## config.mk

```make
export PLATFORM = sky130hd
export DESIGN_NAME = rx_engine
export DESIGN_NICKNAME = d
export VERILOG_FILES = /design/src/rtl/rx_engine.sv
export SDC_FILE = /design/constraint.sdc
export NUM_CORES = 1
export LEC_CHECK = 0
export BUFFER_PORTS_ARGS = -buffer_cell sky130_fd_sc_hd__buf_2
export CORE_ASPECT_RATIO = 1.2
export CORE_MARGIN = 1.5
export CORE_UTILIZATION = 35
export CTS_CLUSTER_DIAMETER = 40
export DETAILED_ROUTE_END_ITERATION = 10
export GPL_TIMING_DRIVEN = 1
export RECOVER_POWER = 50
export SLEW_MARGIN = 0
export SYNTH_ARGS = -nofsm -noshare
export SYNTH_HDL_FRONTEND = slang
export SYNTH_SLANG_ARGS = --single-unit
```

## constraint.sdc

```tcl
create_clock -name clk -period 4.9 [get_ports clk]
set_input_delay 0.245 -clock clk [delete_from_list [all_inputs] [get_ports clk]]
set_output_delay 0.245 -clock clk [all_outputs]
set_load 0.01 [all_outputs]
```

## src/rtl/rx_engine.sv

```systemverilog
// rx_engine: asynchronous serial receiver with 7/8 data bits, optional parity, framing and overflow flags.
// Define RX_SYNC_EN to pass RX through a two-flop synchronizer (adds two clk of latency).
`timescale 1ns/1ps
module rx_engine (
   input  logic        clk,
   input  logic        reset,
   input  logic        RX,
   input  logic [18:0] K,
   input  logic        EIGHT,
   input  logic        PEN,
   input  logic        OHEL,
   input  logic        CLR_RDY,
   output logic [7:0]  RDATA,
   output logic        RXRDY,
   output logic        PERR,
   output logic        FERR,
   output logic        OVF
);
   typedef enum logic [1:0] {IDLE, START, DATA, STOP} state_t;
   state_t      state_q, state_d;
   logic [18:0] tmr_q, tmr_d;
   logic [3:0]  bitcnt_q, bitcnt_d;
   logic [8:0]  sh_q, sh_d;
   logic        eight_q, eight_d, pen_q, pen_d, ohel_q, ohel_d;
   logic [7:0]  rdata_q, rdata_d;
   logic        rxrdy_q, rxrdy_d, perr_q, perr_d, ferr_q, ferr_d, ovf_q, ovf_d;
   logic        rxp_q;
   logic        rx, tick, done, pbit;
   logic [3:0]  last;
   logic [7:0]  data;

`ifdef RX_SYNC_EN
   logic [1:0] sync_q;
   always_ff @(posedge clk or posedge reset)
      if (reset) sync_q <= 2'b11;
      else       sync_q <= {sync_q[0], RX};
   assign rx = sync_q[1];
`else
   assign rx = RX;
`endif

   // the timer "reaches 0" on the edge where it decrements from 1, giving exact K-cycle bit periods
   assign tick = tmr_q == 19'd1;
   assign done = state_q == STOP && tick;
   assign last = 4'd6 + {3'b000, eight_q} + {3'b000, pen_q};
   assign data = eight_q ? sh_q[7:0] : {1'b0, sh_q[6:0]};
   assign pbit = eight_q ? sh_q[8] : sh_q[7];

   always_comb begin
      state_d  = state_q;
      tmr_d    = tmr_q;
      bitcnt_d = bitcnt_q;
      sh_d     = sh_q;
      eight_d  = eight_q;
      pen_d    = pen_q;
      ohel_d   = ohel_q;
      rdata_d  = rdata_q;
      perr_d   = perr_q;
      ferr_d   = ferr_q;
      case (state_q)
         IDLE: begin
            // a falling edge is required, so a line held low across reset release is ignored
            if (!rx && rxp_q) begin
               state_d  = START;
               tmr_d    = K >> 1;
               bitcnt_d = 4'd0;
               sh_d     = 9'd0;
            end
         end
         START: begin
            if (!tick) tmr_d = tmr_q - 19'd1;
            else if (rx) begin
               state_d = IDLE;
               tmr_d   = 19'd0;
            end else begin
               state_d = DATA;
               tmr_d   = K;
               eight_d = EIGHT;
               pen_d   = PEN;
               ohel_d  = OHEL;
            end
         end
         DATA: begin
            if (!tick) tmr_d = tmr_q - 19'd1;
            else begin
               sh_d[bitcnt_q] = rx;
               tmr_d          = K;
               bitcnt_d       = bitcnt_q + 4'd1;
               state_d        = bitcnt_q == last ? STOP : DATA;
            end
         end
         STOP: begin
            if (!tick) tmr_d = tmr_q - 19'd1;
            else begin
               state_d = IDLE;
               tmr_d   = 19'd0;
               rdata_d = data;
               perr_d  = pen_q & (pbit != (^data ^ ohel_q));
               ferr_d  = ~rx;
            end
         end
      endcase
      rxrdy_d = done | (rxrdy_q & ~CLR_RDY);
      ovf_d   = done ? rxrdy_q : ovf_q & ~CLR_RDY;
   end

   always_ff @(posedge clk or posedge reset) begin
      if (reset) begin
         state_q  <= IDLE;
         tmr_q    <= 19'd0;
         bitcnt_q <= 4'd0;
         sh_q     <= 9'd0;
         eight_q  <= 1'b0;
         pen_q    <= 1'b0;
         ohel_q   <= 1'b0;
         rdata_q  <= 8'h00;
         rxrdy_q  <= 1'b0;
         perr_q   <= 1'b0;
         ferr_q   <= 1'b0;
         ovf_q    <= 1'b0;
         rxp_q    <= 1'b0;
      end else begin
         state_q  <= state_d;
         tmr_q    <= tmr_d;
         bitcnt_q <= bitcnt_d;
         sh_q     <= sh_d;
         eight_q  <= eight_d;
         pen_q    <= pen_d;
         ohel_q   <= ohel_d;
         rdata_q  <= rdata_d;
         rxrdy_q  <= rxrdy_d;
         perr_q   <= perr_d;
         ferr_q   <= ferr_d;
         ovf_q    <= ovf_d;
         rxp_q    <= rx;
      end
   end

   assign RDATA = rdata_q;
   assign RXRDY = rxrdy_q;
   assign PERR  = perr_q;
   assign FERR  = ferr_q;
   assign OVF   = ovf_q;
endmodule

```

==> results_dict.tcl <==
set metrics [dict create \
    layout_worst_path_cycle_share_pct 54.88 \
    final_core_util_pct 39.74 \
    io_pins 38 \
    critical_path.startpoint "tmr_q[4]$_DFFE_PP0P_" \
    multi_input_area_sq_um 1707 \
    cts-root-buf "clkbuf_8" \
    synth_flop_cell "dfrtp_1" \
    post_synth_inst_count 360 \
    global_route.overflow_total 0 \
    setup.worst_path.start_class "register" \
    report.power.total_mw 0.7043 \
    layout.cells.most_common "nand2_1" \
    synth_sequential_area_ratio_pct 40.24 \
    reg2reg_setup_slack_ns 2.21 \
    post_synthesis_instance_area_sq_um 3109 \
    avgRoutedWirePerCell_um 14.99 \
    grt_pass1_vias 2591 \
    unrepaired_setup_endpoints_after_global_routing "no" \
    postCtsSetupRepairBufs 0 \
    worst-endpoint-required_ns 5.10 \
    antenna_violations_before_repair 0 \
    worstSetupPathType "register to register" \
    wire_length_of_the_first_global_routing_pass_mm 12.63 \
    clk-insertion-delay-late_ns 0.30 \
    critical_path.endpoint_type "register" \
    fp.dieArea_sq_um 9461 \
    detail_route.drc_violations 0 \
    rows 37 \
    powerDensity_nw_per_um2 205.8 \
    maxSlewViolCount 51 \
    grt_overall_usage_pct 17.13 \
    timing.critical_path.fanout_max 15 \
    timing.hold.worst.class "input pin to register" \
    initialDrtViolationCount 124 \
    violated_checks "max-capacitance violations, max-slew violations" \
    placed_cells 494 \
    fin_skew_ns 0.004909 \
    finalWirelength_mm 7.510 \
    chipWidth_um 89.04 \
    power.ir.vdd_worst_uv 84.19 \
    postSynthAreaPerCell_sq_um 8.637 \
    detail_route.vias_per_cell 5.271 \
    instances_no_fill 501 \
    clock_sink_count 50 \
    areaGrowthSynthToFinish_pct 10.06 \
    tritoncts "yes" \
    layout.area.seq_sq_um 1251 \
    core_area_sq_um 8611 \
    num_vias 2641 \
    routabilityCongestion 0.8071 \
    status "finished with violations" \
    ys_async_sr_fraction_pct 100.0 \
    antenna_violating_nets_post_route 0 \
    place.detailed.hpwl_mm 5.364 \
    max_clock_freq_ghz 0.3719 \
    period_minus_slack_ns 2.689 \
    mostFrequentLayoutCells "nand2_1 (75), dfrtp_1 (50), buf_2 (31)" \
    yosys_warnings 0 \
    synth.net_count 393 \
    cts_max_level 2 \
    postSynthRegisterBits 50 \
    portBuffers 37 \
    timing_hold_violations_final 0 \
    drt_pre_antenna_iters 4 \
    hold_path_startpoint "CLR_RDY" \
    floorplan.die.height_um 106.3 \
    worst_pin_slew_ns 1.866 \
    relSlewSlack_pct -24.53 \
    finalSetupTns_ns 0 \
    finish.net_count 417 \
    number_of_enable_flip_flop_cells_after_synthesis 0 \
    diodes 0 \
    cts-hold-fix-buffers 0 \
    clockBufferDepth 2 \
    max_cap_viol_count 1 \
    post_cts.resized_instances 0 \
    cts_buffers 5 \
    leakage_nw 1.486 \
    cp_data_arrival_time_ns 2.89 \
    fillers 929 \
    clk_pin_slew_worst_paths_ns 0.09 \
    layout-drive-gt1-share_pct 14.32 \
    initial_utilization_pct 36.11 \
    critical_path.reg2reg.startpoint "tmr_q[4]$_DFFE_PP0P_" \
    synth.distinct_cells 59 \
    report.final.setup_viol 0 \
    grt_max_degree 51 \
]
[worst max-delay path, stage by stage, from the launching register on]
cell and delay, ns:
dfrtp_1 0.48, nor4_4 0.47, nand4_2 0.29, o21ai_1 0.96, a21oi_1 0.07, a211o_1 0.31
[path summary, 6_finish.rpt]
kind                                        endpoint  cells past startpoint
worst max-delay path            tmr_q[9]$_DFFE_PP0P_                      5
worst min-delay path                 RXRDY$_DFF_PP0_                      2
worst max register to register  tmr_q[9]$_DFFE_PP0P_                      5
worst min register to register  RDATA[6]$_DFFE_PP0P_                      2
max in group asynchronous       tmr_q[1]$_DFFE_PP0P_                      2
min in group asynchronous            RXRDY$_DFF_PP0_                      2
[power by group]
part           internal (mW)  switching, mW
clock network         0.0978          0.140
registers              0.416        0.00284
logic                 0.0181         0.0295
total                  0.532          0.173
[Yosys cell counts (7+ instances only)]
library cell | instances | area, sq um
inv_1 | 11 | 41.29
a21oi_1 | 29 | 145.1
xnor2_1 | 15 | 131.4
ha_1 | 7 | 87.58
o21ai_0 | 18 | 90.09
mux2i_1 | 10 | 100.1
clkbuf_1 | 13 | 48.80
dfrtp_1 | 50 | 1251
xor2_1 | 7 | 61.31
nand3_1 | 14 | 70.07
nand2_1 | 75 | 281.5
nor2_1 | 23 | 86.33
[routing by layer]
layer | vias up | GRT usage [%] | wire length, um
met2 | 80 | 29.60 | 3731
met1 | 1251 | 21.44 | 3310
met4 | 0 | 4.945 | 87
li1 | 1303 | - | -
met3 | 7 | 3.183 | 381
met5 | - | 0 | 0
[layout make-up]
type	count	share of cell area [%]
Inverter	11	1.207
Clock buffer	5	2.011
Clock inverter	2	0.4388
Tap cell	117	4.278
Multi-Input combinational cell	277	49.87
Sequential cell	50	36.56
Timing Repair Buffer	39	5.631
[through the flow]
step / instance area [sq um] / worst slack (ns) / hold slack, ns
2_1_floorplan: 3109 / 2.845 / 0.2764
3_3_place_gp: 3346 / 2.266 / 0.4447
3_5_place_dp: 3346 / 2.211 / 0.4417
6_report: 3422 / 2.211 / 0.1259
5_1_grt: 3422 / 1.875 / 0.1193
4_1_cts: 3430 / 2.189 / 0.1133
[state kept, by name, indices dropped and copies added (netlist names), named ones only]
register and cells:
FERR 1, OVF 1, PERR 1, RDATA 8, RXRDY 1, bitcnt_q 4, eight_q 1, ohel_q 1
pen_q 1, rxp_q 1, sh_q 9, state_q 1, tmr_q 19
[cells by family after synthesis]
| kind of cell | synth area share, % |
|---|---|
| AOI/OAI and AO/OA | 16.06 |
| buffers and inverters | 4.869 |
| adders and majority gates | 2.817 |
| DFF | 40.24 |
| muxes | 4.668 |
| and+or+nand+nor | 25.15 |
| xor gates and xnor gates | 6.197 |
Power figures use the tool's default switching activity.
